===== src/rtl/gmii_pkg.sv =====
// Shared definitions for the GMII receive path.
// Holds the receive FSM state type, the preamble/SFD byte values and the CRC-32
// constants, plus the byte-wide CRC-32 next-state function used by rx_crc32_d8.
package gmii_pkg;

  typedef enum logic [1:0] {
    StWaitIdle,
    StIdle,
    StPreamble,
    StData
  } rx_state_e;

  localparam logic [7:0]  PREAMBLE_BYTE = 8'h55;
  localparam logic [7:0]  SFD_BYTE      = 8'hD5;
  localparam logic [31:0] CRC_POLY      = 32'h04C11DB7;
  localparam logic [31:0] CRC_INIT      = 32'hFFFFFFFF;
  localparam logic [31:0] CRC_RESIDUE   = 32'hC704DD7B;

  // MSB-first shift register; GMII bytes arrive LSB-first on the wire, so the
  // engine input bit i is data[7-i], i.e. data[0] is folded in first.
  function automatic logic [31:0] crc32_d8(input logic [31:0] crc, input logic [7:0] data);
    logic [31:0] c;
    logic        fb;
    c = crc;
    for (int i = 0; i < 8; i++) begin
      fb = c[31] ^ data[i];
      c  = {c[30:0], 1'b0} ^ (fb ? CRC_POLY : 32'h0);
    end
    return c;
  endfunction

endpackage


===== src/rtl/rx_crc32_d8.sv =====
// Byte-wide CRC-32 engine with register.
// Ports:
//   clk   - clock
//   rst_n - synchronous active-low reset (register goes to CRC_INIT)
//   init  - synchronous preset to CRC_INIT (wins over en)
//   en    - fold data into the register this cycle
//   data  - GMII byte as received
//   crc   - current register value
module rx_crc32_d8
  import gmii_pkg::*;
(
  input  logic        clk,
  input  logic        rst_n,
  input  logic        init,
  input  logic        en,
  input  logic [7:0]  data,
  output logic [31:0] crc
);

  logic [31:0] crc_q, crc_d;

  always_comb begin
    crc_d = crc_q;
    if (init) begin
      crc_d = CRC_INIT;
    end else if (en) begin
      crc_d = crc32_d8(crc_q, data);
    end
  end

  always_ff @(posedge clk) begin
    if (!rst_n) begin
      crc_q <= CRC_INIT;
    end else begin
      crc_q <= crc_d;
    end
  end

  assign crc = crc_q;

endmodule


===== src/rtl/gmii_rx_fcs_check.sv =====
// GMII receive frame checker.
// Strips preamble/SFD, streams payload with the 4-byte FCS removed (held back in a
// 4-byte delay line), checks the CRC-32 residue and frame length, and emits a
// single-cycle end-of-frame status strobe.
// Ports:
//   clk, rst_n                       - clock, synchronous active-low reset
//   gmii_rxd, gmii_rx_dv, gmii_rx_er - registered GMII receive pins
//   rx_data, rx_valid, rx_sof        - payload stream
//   rx_eof                           - frame-end strobe, qualifies the status below
//   rx_good, rx_crc_err, rx_len_err,
//   rx_phy_err, rx_len               - end-of-frame status
// Optional macro RX_STATS_EN adds parameter CNT_W, input stat_clr and saturating
// counters stat_good_cnt, stat_crc_cnt, stat_len_cnt, stat_phy_cnt.
module gmii_rx_fcs_check
  import gmii_pkg::*;
#(
  parameter int unsigned MIN_LEN = 64,
  parameter int unsigned MAX_LEN = 1518
`ifdef RX_STATS_EN
  ,
  parameter int unsigned CNT_W   = 32
`endif
) (
  input  logic             clk,
  input  logic             rst_n,
`ifdef RX_STATS_EN
  input  logic             stat_clr,
  output logic [CNT_W-1:0] stat_good_cnt,
  output logic [CNT_W-1:0] stat_crc_cnt,
  output logic [CNT_W-1:0] stat_len_cnt,
  output logic [CNT_W-1:0] stat_phy_cnt,
`endif
  input  logic [7:0]       gmii_rxd,
  input  logic             gmii_rx_dv,
  input  logic             gmii_rx_er,
  output logic [7:0]       rx_data,
  output logic             rx_valid,
  output logic             rx_sof,
  output logic             rx_eof,
  output logic             rx_good,
  output logic             rx_crc_err,
  output logic             rx_len_err,
  output logic             rx_phy_err,
  output logic [15:0]      rx_len
);

  rx_state_e       state_q, state_d;
  logic            crc_init, crc_en;
  logic [31:0]     crc;
  logic [15:0]     len_q, len_d;
  logic            phy_err_q, phy_err_d;
  logic [3:0][7:0] dly_q, dly_d;  // [0] newest, [3] oldest

  logic [7:0]  rx_data_q, rx_data_d;
  logic        rx_valid_q, rx_valid_d;
  logic        rx_sof_q, rx_sof_d;
  logic        rx_eof_q, rx_eof_d;
  logic        rx_good_q, rx_good_d;
  logic        rx_crc_err_q, rx_crc_err_d;
  logic        rx_len_err_q, rx_len_err_d;
  logic        rx_phy_err_q, rx_phy_err_d;
  logic [15:0] rx_len_q, rx_len_d;
  logic        crc_bad, len_bad;

  rx_crc32_d8 u_crc (
    .clk   (clk),
    .rst_n (rst_n),
    .init  (crc_init),
    .en    (crc_en),
    .data  (gmii_rxd),
    .crc   (crc)
  );

  assign crc_bad = (crc != CRC_RESIDUE);
  assign len_bad = (32'(len_q) < MIN_LEN) || (32'(len_q) > MAX_LEN);

  always_comb begin
    state_d      = state_q;
    crc_init     = 1'b0;
    crc_en       = 1'b0;
    len_d        = len_q;
    phy_err_d    = phy_err_q;
    dly_d        = dly_q;
    rx_data_d    = 8'h00;
    rx_valid_d   = 1'b0;
    rx_sof_d     = 1'b0;
    rx_eof_d     = 1'b0;
    rx_good_d    = 1'b0;
    rx_crc_err_d = 1'b0;
    rx_len_err_d = 1'b0;
    rx_phy_err_d = 1'b0;
    rx_len_d     = 16'h0000;

    unique case (state_q)
      // Hold off until the line is quiet so a frame already in flight is ignored.
      StWaitIdle: begin
        if (!gmii_rx_dv) state_d = StIdle;
      end
      StIdle: begin
        if (gmii_rx_dv) begin
          state_d = (gmii_rxd == PREAMBLE_BYTE && !gmii_rx_er) ? StPreamble : StWaitIdle;
        end
      end
      StPreamble: begin
        if (!gmii_rx_dv) begin
          state_d = StIdle;
        end else if (gmii_rx_er) begin
          state_d = StWaitIdle;
        end else if (gmii_rxd == PREAMBLE_BYTE) begin
          state_d = StPreamble;
        end else if (gmii_rxd == SFD_BYTE) begin
          state_d   = StData;
          crc_init  = 1'b1;
          len_d     = 16'h0000;
          phy_err_d = 1'b0;
          dly_d     = '0;
        end else begin
          state_d = StWaitIdle;
        end
      end
      StData: begin
        if (gmii_rx_dv) begin
          crc_en = 1'b1;
          if (len_q != 16'hFFFF) len_d = len_q + 16'd1;
          if (gmii_rx_er) phy_err_d = 1'b1;
          dly_d = {dly_q[2:0], gmii_rxd};
          // Once four bytes are buffered, each new byte pushes the oldest one out.
          if (len_q >= 16'd4) begin
            rx_valid_d = 1'b1;
            rx_data_d  = dly_q[3];
            rx_sof_d   = (len_q == 16'd4);
          end
        end else begin
          state_d      = StIdle;
          dly_d        = '0;
          rx_eof_d     = 1'b1;
          rx_len_d     = len_q;
          rx_crc_err_d = crc_bad;
          rx_len_err_d = len_bad;
          rx_phy_err_d = phy_err_q;
          rx_good_d    = !(crc_bad || len_bad || phy_err_q);
        end
      end
      default: state_d = StWaitIdle;
    endcase
  end

  always_ff @(posedge clk) begin
    if (!rst_n) begin
      state_q      <= StWaitIdle;
      len_q        <= 16'h0000;
      phy_err_q    <= 1'b0;
      dly_q        <= '0;
      rx_data_q    <= 8'h00;
      rx_valid_q   <= 1'b0;
      rx_sof_q     <= 1'b0;
      rx_eof_q     <= 1'b0;
      rx_good_q    <= 1'b0;
      rx_crc_err_q <= 1'b0;
      rx_len_err_q <= 1'b0;
      rx_phy_err_q <= 1'b0;
      rx_len_q     <= 16'h0000;
    end else begin
      state_q      <= state_d;
      len_q        <= len_d;
      phy_err_q    <= phy_err_d;
      dly_q        <= dly_d;
      rx_data_q    <= rx_data_d;
      rx_valid_q   <= rx_valid_d;
      rx_sof_q     <= rx_sof_d;
      rx_eof_q     <= rx_eof_d;
      rx_good_q    <= rx_good_d;
      rx_crc_err_q <= rx_crc_err_d;
      rx_len_err_q <= rx_len_err_d;
      rx_phy_err_q <= rx_phy_err_d;
      rx_len_q     <= rx_len_d;
    end
  end

  assign rx_data    = rx_data_q;
  assign rx_valid   = rx_valid_q;
  assign rx_sof     = rx_sof_q;
  assign rx_eof     = rx_eof_q;
  assign rx_good    = rx_good_q;
  assign rx_crc_err = rx_crc_err_q;
  assign rx_len_err = rx_len_err_q;
  assign rx_phy_err = rx_phy_err_q;
  assign rx_len     = rx_len_q;

`ifdef RX_STATS_EN
  logic [CNT_W-1:0] good_cnt_q, crc_cnt_q, len_cnt_q, phy_cnt_q;

  always_ff @(posedge clk) begin
    if (!rst_n || stat_clr) begin
      good_cnt_q <= '0;
      crc_cnt_q  <= '0;
      len_cnt_q  <= '0;
      phy_cnt_q  <= '0;
    end else if (rx_eof_q) begin
      if (rx_good_q && !(&good_cnt_q))   good_cnt_q <= good_cnt_q + CNT_W'(1);
      if (rx_crc_err_q && !(&crc_cnt_q)) crc_cnt_q  <= crc_cnt_q + CNT_W'(1);
      if (rx_len_err_q && !(&len_cnt_q)) len_cnt_q  <= len_cnt_q + CNT_W'(1);
      if (rx_phy_err_q && !(&phy_cnt_q)) phy_cnt_q  <= phy_cnt_q + CNT_W'(1);
    end
  end

  assign stat_good_cnt = good_cnt_q;
  assign stat_crc_cnt  = crc_cnt_q;
  assign stat_len_cnt  = len_cnt_q;
  assign stat_phy_cnt  = phy_cnt_q;
`endif

endmodule


===== config.mk =====
export PLATFORM = sky130hd
export DESIGN_NAME = gmii_rx_fcs_check
export DESIGN_NICKNAME = d
export VERILOG_FILES = /design/src/rtl/gmii_pkg.sv /design/src/rtl/rx_crc32_d8.sv /design/src/rtl/gmii_rx_fcs_check.sv
export SDC_FILE = /design/constraint.sdc
export NUM_CORES = 1
export LEC_CHECK = 0
export ABC_AREA = 0
export BUFFER_PORTS_ARGS = -buffer_cell sky130_fd_sc_hd__buf_2
export CAP_MARGIN = 20
export CORE_MARGIN = 2
export CORE_UTILIZATION = 36
export DETAILED_ROUTE_END_ITERATION = 16
export RECOVER_POWER = 50
export SLEW_MARGIN = 30
export SYNTH_ARGS = -nofsm -noshare
export SYNTH_HDL_FRONTEND = slang
export SYNTH_SLANG_ARGS = --single-unit

===== constraint.sdc =====
create_clock -name clk -period 5.7 [get_ports clk]
set_input_delay 0.285 -clock clk [delete_from_list [all_inputs] [get_ports clk]]
set_output_delay 0.285 -clock clk [all_outputs]
set_load 0.01 [all_outputs]

; ---- Yosys cells after proc, flatten, opt, wreduce, memory -nomap -nowiden
; Cells that the tools add are included.
[totals]
reg_bits = 114
latchBits = 0
ramBits = 0
mem_bits_ro = 0
inputBits = 12
output_inout_bits = 31
word_cells = 119
memories = 0
[classes]
add_sub_neg = 1
mul = 0
n_div = 0
magnitude_cmp = 3
eq_ne = 17
n_shift = 0
muxes = 45
bitwise_logic = 18
n_reduce_logical = 18
[op_table]
columns = cell, count
row1 = 32-bit XOR, 8
row2 = 27-bit two-way mux, 8
row3 = 32-bit two-way mux, 5
row4 = 16-bit two-way mux, 6
row5 = 32-bit case mux with 2 select lines, 1
row6 = "32-bit != test, second input constant", 1
row7 = 16-bit case mux with 2 select lines, 1
row8 = "2-bit != test, second input constant", 9
row9 = "16-bit by 1-bit adder with 16-bit output, second input constant", 1
row10 = "16-bit by 3-bit equality test with 1-bit output, second input constant", 1
row11 = "16-bit by 3-bit greater-or-equal comparator with 1-bit output, second input constant", 1
row12 = "16-bit by 11-bit greater-than comparator with 1-bit output, second input constant", 1
row13 = "16-bit by 7-bit less-than comparator with 1-bit output, second input constant", 1
row14 = "16-bit != test, second input constant", 1
row15 = 1-bit two-way mux, 15
row16 = 2-bit two-way mux, 7
row17 = 7-bit AND reduction, 2
row18 = "8-bit by 7-bit equality test with 1-bit output, second input constant", 1
row19 = "8-bit equality test, second input constant", 1
row20 = 1-bit XOR, 8
row21 = 2-bit case mux with 3 select lines, 1
row22 = 5-bit AND reduction, 1
row23 = "2-bit equality test, second input constant", 2
row24 = 2-bit AND reduction, 2
row25 = other kinds (12), 17

; ---- Depth between registers and ports, before layout
; Gate-level depths: netlist (run 1).
[depth]
depth_word = 24
ltp_mapped = 9
depth_no_buf = 7

; ---- Cells and area by module
; Synthesis (run 1) repeated with hierarchy kept, for this count alone.
[hier_totals]
hier_cells = 561
hier_area_um2 = 5471.5
[by_module_without_submodules]
columns = mod, instances, cells_each, area_each_um2, seq_area_each_um2
row1 = gmii_rx_fcs_check, 1, 378, 3410.8, 1641.6
row2 = rx_crc32_d8, 1, 183, 2060.7, 640.6

; ---- Least setup slack after synthesis (run 1)
; No wires, ideal clock.
[synth_path]
path_type = flip-flop to flip-flop
startpoint = reg state_q[0]
endpoint = reg len_q[11]
setup_ns = 0.116
arrival_time_ns = 2.014
required_ns = 5.584
slack_ns = 3.570
path_stages_with_launch = 7
n_path_buf = 1
synth_period_minus_slack_ns = 2.130
cell_sequence = dfxtp_1 -> ha_1 -> clkbuf_1 -> nand2_1 -> nor4_1 -> a211oi_1 -> a41o_1
[synth_between]
elab_chain_len = 3
word_cells_on_any_way = 11
cone_classes = eq/ne (8) / mux (1) / reduce/logical (2)
[synth_rtl]
columns = item, line
row1 = "start, declared", gmii_rx_fcs_check.sv:47  ; rx_state_e state_q, state_d;
row2 = "start signal, assigned", gmii_rx_fcs_check.sv:150  ; state_q <= StWaitIdle;
row3 = "start signal, assigned", gmii_rx_fcs_check.sv:164  ; state_q <= state_d;
row4 = 2-bit equality test, gmii_rx_fcs_check.sv:94  ; unique case (state_q)
row5 = 2-bit != test (no source line) or 2-bit nonzero test (tied branches), n/a
row6 = 7-bit AND reduction (no source line), n/a
row7 = "end signal, assigned", gmii_rx_fcs_check.sv:165  ; len_q <= len_d;
row8 = "end, declared", gmii_rx_fcs_check.sv:50  ; logic [15:0] len_q, len_d;
; Parallel ways exist; a longest one is shown, timed or not.
; A chain may end at the register's enable or synchronous reset.

; ---- Worst setup path after layout (run 1)
[layout_path]
startpoint = reg state_q[0]
endpoint = reg u_crc.crc_q[7], in the netlist u_crc.crc[7]
[layout_between]
elab_chain_len = 3
word_cells_on_any_way = 5
cone_classes = eq/ne (2) / mux (2) / reduce/logical (1)
[layout_rtl]
columns = item, line
row1 = 2-bit equality test, gmii_rx_fcs_check.sv:94
row2 = 1-bit two-way mux, gmii_rx_fcs_check.sv:94
row3 = 2-bit OR reduction (no source line), n/a
row4 = "end signal, assigned", rx_crc32_d8.sv:35  ; crc_q <= crc_d;
row5 = "end, declared", rx_crc32_d8.sv:20  ; logic [31:0] crc_q, crc_d;
; Parallel ways exist; a longest one is shown, timed or not.

==> results of run 1 <==
## cells in the mapped netlist (4+ instances only)
cell type	n
nand4_1	5
inv_1	8
dfxtp_1	114
buf_2	6
xor2_1	17
a22o_1	27
o21ai_1	6
a21oi_1	12
o211ai_1	29
nor2_1	23
xnor2_1	41
ha_1	6
a21boi_0	5
nand3_1	12
nor4_1	5
and2_1	28
or3_1	4
nand2_1	50
or4_1	7
clkbuf_1	16
## how the worst min path moves through the flow
| stage | endpoint | slack, ps | start | depth (start not counted) |
|---|---|---|---|---|
| floorplan | dly_q[0] | 410 | gmii_rxd[0] | 1 |
| global placement | rx_data[2] | 440 | dly_q[26] | 1 |
| detailed placement | rx_data[1] | 440 | dly_q[25] | 1 |
| CTS | dly_q[3] | 140 | gmii_rxd[3] | 2 |
| global route | dly_q[3] | 150 | gmii_rxd[3] | 2 |
| finish | dly_q[3] | 150 | gmii_rxd[3] | 2 |
## power breakdown
part | internal (uW) | switching (uW)
Clock | 651 | 372
Combinational | 60.0 | 74.8
Sequential | 798 | 1.23
Total | 1510 | 448
## state kept, by name (all words and copies together) (netlist names)
signal and flops:
dly_q 32, len_q 16, phy_err_q 1, rx_crc_err 1
rx_data 8, rx_eof 1, rx_good 1, rx_len 16
rx_len_err 1, rx_phy_err 1, rx_sof 1, rx_valid 1
state_q 2, u_crc.crc 32
## kinds of logic after synthesis
family                     Yosys count  share of synthesized area [%]
xor gates and xnor gates            70                           15.9
buffers and inverters               32                           2.69
muxes                                1                          0.231
and+or+nand+nor                    152                           16.3
adders and majority gates            6                           1.54
DFF                                114                           46.8
AOI/OAI and AO/OA                  106                           16.6
## per-layer routing
layer  share of wire [%]  track usage [%]  up-vias
met5                   0                0        -
li1                    -                -     1799
met2                  48             24.5       49
met4                 2.5             8.14        0
met3                 3.0             4.01       20
met1                  47             19.2     1718
## layout make-up
| type | instances | area [um^2] |
|---|---|---|
| inverters | 8 | 30.0 |
| clock inverters | 13 | 138 |
| repair buffers | 45 | 190 |
| clock buffers | 19 | 443 |
| well taps | 176 | 220 |
| flip-flops and latches | 114 | 2280 |
| fillers | 1345 | 7470 |
| multi-input cells | 335 | 2470 |
## stage by stage
step / util (%) / setup WS (ps) / cell area [um^2]
after floorplan: - / 3570 / 4880
after global placement: 39.5 / 3100 / 5230
after detailed placement: 39.5 / 3030 / 5230
after CTS: 43.9 / 3020 / 5810
after global routing: 43.6 / 2560 / 5770
final: 43.6 / 2840 / 5770
## cells in the final DEF, fill, tap and decap left out, types with 6 or more instances in the layout
| master | synthesis | final |
|---|---|---|
| dfxtp_1 | 114 | 114 |
| buf_2 | 6 | 11 |
| ha_1 | 6 | 6 |
| a22o_1 | 27 | 27 |
| xor2_1 | 17 | 17 |
| a21oi_1 | 12 | 12 |
| and2_1 | 28 | 16 |
| clkbuf_16 | 0 | 17 |
| and2_0 | 0 | 12 |
| xnor2_1 | 41 | 41 |
| nand2_1 | 50 | 50 |
| nand3_1 | 12 | 12 |
| o211ai_1 | 29 | 29 |
| clkinvlp_4 | 0 | 6 |
| or4_1 | 7 | 7 |
| clkbuf_1 | 16 | 33 |
| nor2_1 | 23 | 23 |
| inv_1 | 8 | 8 |
==> metrics.txt, run 1 <==
Slew headroom=-4.74%; kind of cell adding the most delay to the critical path=simple AND/OR/NAND/NOR gates; Slew @ Worst Pin=1570 ps; share of the synthesized area in the top cell type=46.8%; top area cells in the synthesized netlist=dfxtp_1 (47%), xnor2_1 (7.4%), a22o_1 (4.8%); core area=0.0132 mm^2; Post-Route WL=10,400 um; total track usage=15.4%; Syn Std Cell Area=0.00488 mm^2; failing checks=max-capacitance violations, max-slew violations; Fin. Hold Viols=0; status=complete, but fails checks; Detail Route Antenna Nets=0; Post-Layout Cell Count=710; P&R area growth vs syn=18.4%; DRC Markers=0; row count=42; vias=3,586; RSZ-0062 raised after global routing=false; Clk Tree Root Cell=clkbuf_16; r2r startpoint=state_q[0]; Skew-Pair Late Insertion Delay=410 ps; die height=120 um; setup total negative slack=0 ps; Die ar.=0.0145 mm^2; area leader, netlist=dfxtp_1; vias in the first global route=3,604; post-layout minimum cycle time=2860 ps; flops & latches, synth=114; CP Depth=7; first-pass GRT wire length=17,500 um; total power=1960 uW; CP max-delay cell=and2_0; static leakage=0.00224 uW; critical path class=reg2reg; die width=120 um; IO Pins=43; Main synth FF type=dfxtp_1; Synth Instances=481; Pins Over Slew Limit=30; CP startpoint kind=flip-flop; Post-CTS Setup Inserts=0; post-synthesis sequential area ratio=46.8%; Pre-antenna DRT Iters=4; warnings from Yosys=0; fin crit share=50.1%; final setup fails=0; syn_nets=499; Reg2Reg Depth=7; synth unique cells=52; worst path cell trace=inv_1 -> ha_1 -> nand3_1 -> or3_1 -> and2_0 -> nand4_1 -> o311a_1; dpl hpwl=7120 um; Vias/cell=5.05; wire per inst=14.6 um; Post-CTS Resized=0; setup slack, reg-to-reg=2840 ps; starting density of the core=36.8%; Crit path largest cell delay=1200 ps; TritonCTS buffer count=17; Worst Path Buf+Inv=1; PwrDens=339 mW/mm^2; max_cap viols=1; clock slew at reported path FFs=50 ps; initial antenna violation count=0; CTS tree=done; hold buffer count at CTS=0; endpoint class of the critical path=flip-flop; Worst Setup EP=u_crc.crc[7]; Worst Hold Class=in2reg; crit path from=state_q[0]; Placer Congestion=0.824; tightest hold margin=151 ps; DP Cell Count=678; Worst VDD drop=0.191 mV; Ant. Diodes=0; Crit Path Max Fanout=29; Arr. time, crit path=3140 ps; Req. time, crit path=5990 ps; CTS max path bufs=2; Post-synth EDFFs=0; count of input and output buffers=42; CTS sink cnt=114; worst flop-to-flop path endpoint=u_crc.crc[7]; syn_area_per_cell=10.1 um^2; fin nets=539; Overflow after GRT=0; Clock Skew=7.30 ps; Starting DRT DRC Count=270; largest net degree at the start of global routing=66; asr flop ratio synth=0%; layout cell share with drive strength beyond 1=10.5%; H-tree depth=4; Fmax achieved=0.350 GHz
Note: power is estimated with default switching activity, not from simulation.
==> run 2, diff against run 1 <==
- ABC_AREA: 0 -> 1
- clock period: 5.7 -> 2.4 ns (I/O delays scaled with it)
==> run 2 against run 1 <==
Compared with the run above: the flow now finishes without violations; via count rose by 40%; clock skew barely moved; clock power rose to 2.5 times the previous value; register-to-register slack got worse by 2400 ps; cell count rose by 51%; worst setup slack got worse by 2400 ps; sequential share of layout area fell by 5.2 points; total power rose to 2.8 times the previous value; sequential power rose to 2.5 times the previous value.
==> metrics.txt, run 2 <==
status=completed (was complete, but fails checks); share of the synthesized area in the top cell type=40.3% (was 46.8%); Final WS setup=444 ps (was 2840 ps); r2r startpoint=state_q[0] (unchanged); asr flop ratio synth=0% (unchanged); Placer Congestion=0.848 (was 0.824); vias=5,038 (was 3,586); Fmax achieved=0.511 GHz (was 0.350 GHz); Clk Tree Root Cell=clkbuf_16 (unchanged); hold path depth=2 (unchanged); max_cap viols=0 (was 1); Layout Utilization=43.5% (was 43.6%); IO Pins=43 (unchanged); commonest non-fill, non-tap cell in the layout=nand2_1 (was dfxtp_1); row count=45 (was 42); Pins Over Slew Limit=0 (was 30); final setup fails=0 (unchanged); Post-Route WL=14,000 um (was 10,400 um); fin nets=864 (was 539); Worst VDD drop=0.584 mV (was 0.191 mV); first-pass GRT wire length=23,700 um (was 17,500 um); setup slack, reg-to-reg=440 ps (was 2840 ps); Crit Path Max Fanout=15 (was 29); largest net degree at the start of global routing=37 (was 66); Starting DRT DRC Count=320 (was 270); flops & latches, synth=114 (unchanged); TritonCTS buffer count=17 (unchanged); worst flop-to-flop path endpoint=len_q[2] (was u_crc.crc[7]); RSZ-0062 raised after global routing=false (unchanged); die width=129 um (was 120 um); Die ar.=0.0167 mm^2 (was 0.0145 mm^2); CTS sink cnt=114 (unchanged); Main synth FF type=dfxtp_1 (unchanged); CP startpoint kind=flip-flop (unchanged); Commonest cells post-synth=nand2_1 (195), dfxtp_1 (114), inv_1 (100) (was dfxtp_1 (114), nand2_1 (50), xnor2_1 (41)); static leakage=0.00271 uW (was 0.00224 uW); critical path class=reg2reg (unchanged); area leader, netlist=dfxtp_1 (unchanged); starting density of the core=37.1% (was 36.8%); hold buffer count at CTS=0 (unchanged); core area=0.0153 mm^2 (was 0.0132 mm^2); DRC Markers=0 (unchanged); Vias/cell=4.71 (was 5.05); DP Cell Count=1,038 (was 678); Worst Hold Class=in2reg (unchanged); most frequent cell after synthesis=nand2_1 (was dfxtp_1); worst path cell trace=inv_1 -> ha_1 -> inv_1 -> nand2_1 -> nand3_1 -> inv_1 -> nand2_1 -> nor2_2 -> nand3_1 -> a21oi_2 (was inv_1 -> ha_1 -> nand3_1 -> or3_1 -> and2_0 -> nand4_1 -> o311a_1); clock slew at reported path FFs=60 ps (was 50 ps); Pre-antenna DRT Iters=4 (unchanged); Crit path largest cell delay=470 ps (was 1200 ps); PwrDens=820 mW/mm^2 (was 339 mW/mm^2); Slew @ Worst Pin=774 ps (was 1570 ps); count of input and output buffers=42 (unchanged); hold_sp=gmii_rx_dv (was gmii_rxd[3]); Fin. Hold Viols=0 (unchanged); synth unique cells=38 (was 52); Post-CTS Resized=0 (unchanged); Skew-Pair Late Insertion Delay=420 ps (was 410 ps); pre-CTS setup slack=425 ps (was 3030 ps); Overflow after GRT=0 (unchanged); syn_nets=823 (was 499); Ant. Diodes=0 (unchanged); P&R area growth vs syn=17.2% (was 18.4%); Min-Delay Endpoint=rx_eof (was dly_q[3]); dpl hpwl=9620 um (was 7120 um); CTS max path bufs=2 (unchanged); wire per inst=13.0 um (was 14.6 um); Syn Std Cell Area=0.00566 mm^2 (was 0.00488 mm^2); Synth Instances=805 (was 481); CP max-delay cell=nor2_2 (was and2_0); commonest non-fill, non-tap cells in the layout=nand2_1 (195), dfxtp_1 (114), inv_1 (100) (was dfxtp_1 (114), nand2_1 (50), xnor2_1 (41)); Clock Skew=7.28 ps (was 7.30 ps); vias in the first global route=4,782 (was 3,604); H-tree depth=4 (unchanged); CTS tree=done (unchanged); layout cell share with drive strength beyond 1=10.5% (about the same); Req. time, crit path=2760 ps (was 5990 ps); Reg2Reg Depth=10 (was 7); warnings from Yosys=0 (unchanged); Post-CTS Setup Inserts=0 (unchanged); top area cells in the synthesized netlist=dfxtp_1 (40%), nand2_1 (13%), inv_1 (6.6%) (was dfxtp_1 (47%), xnor2_1 (7.4%), a22o_1 (4.8%)); Post-synth EDFFs=0 (unchanged); most frequent CP cell=inv_1; fin crit share=81.5% (was 50.1%); Arr. time, crit path=2320 ps (was 3140 ps); endpoint class of the critical path=flip-flop (unchanged); Slew headroom=48.2% (was -4.74%); Post-Layout Cell Count=1,070 (was 710); total track usage=18.0% (was 15.4%); syn_area_per_cell=7.03 um^2 (was 10.1 um^2); initial antenna violation count=0 (unchanged); post-synthesis sequential area ratio=40.3% (was 46.8%); die height=129 um (was 120 um); Detail Route Antenna Nets=0 (unchanged); post-layout minimum cycle time=1960 ps (was 2860 ps); setup total negative slack=0 ps (unchanged); total power=5440 uW (was 1960 uW)
## run 2: cell count changes in the layout (fill, tap and decap cells not counted), moves of 14 or more
| cell | previous run | this run |
|---|---|---|
| nand3_1 | 12 | 39 |
| xor2_1 | 17 | 31 |
| nand2_1 | 50 | 195 |
| nor2_1 | 23 | 86 |
| and2_1 | 16 | 1 |
| inv_1 | 8 | 100 |
| o211ai_1 | 29 | 12 |
| o21ai_0 | 4 | 49 |
| a22o_1 | 27 | 0 |
| xnor2_1 | 41 | 4 |
| nand4_1 | 5 | 39 |
| a21oi_1 | 12 | 40 |
## run 2: critical path, delay by kind of cell, from the launching register on
family / cells / cell delay (ps)
buf+inv: 3 / 230
fa+ha+maj: 1 / 320
flops: 1 / 350
simple gates: 5 / 870
compound gates: 1 / 140
## run 2: final cells by class
class | count | area (um^2)
Multi-Input combinational cell | 556 | 2840
Clock buffer | 18 | 439
Inverter | 102 | 383
Tap cell | 211 | 264
Sequential cell | 114 | 2280
Timing Repair Buffer | 55 | 263
Clock inverter | 14 | 168
Fill cell | 1606 | 8620
## run 2: metal layers
layer / track usage, % / routed length, um / up-vias
li1: - / - / 2678
met1: 23.5 / 6620 / 2236
met2: 28.5 / 6430 / 96
met3: 4.58 / 622 / 28
met4: 7.23 / 289 / 0
met5: 0 / 0 / -
## run 2: power by group
part	leakage (uW)	switching, uW	total (uW)	internal, uW
Clock	0.000292	994	2580	1590
Sequential	0.000921	63.1	2030	1970
Combinational	0.00150	573	826	252
Total	0.00271	1630	5440	3810
## run 2: logic make-up after synthesis
group	share of synthesized area, %
AND/OR/NAND/NOR	30.5
flip-flops	40.3
adder cells (fa/ha/maj)	1.33
buffers and inverters	9.64
AO/OA/AOI/OAI	12.5
XOR/XNOR	5.70
## run 2: how the worst max path moves through the flow
| stage | start | endpoint | slack [ps] |
|---|---|---|---|
| 2_1_floorplan | state_q[0] | len_q[11] | 730 |
| 3_3_place_gp | state_q[0] | dly_q[1] | 430 |
| 3_5_place_dp | state_q[0] | rx_crc_err | 420 |
| 4_1_cts | state_q[0] | len_q[2] | 410 |
| 5_1_grt | state_q[0] | len_q[5] | 200 |
| 6_report | state_q[0] | len_q[2] | 440 |
## run 2: metrics by stage
step / hold WS (ps) / cell area (um^2)
floorplan: 226 / 5660
global placement: 416 / 6070
detailed placement: 417 / 6080
CTS: 7.25 / 6690
global route: 12.4 / 6640
finish: 18.7 / 6640
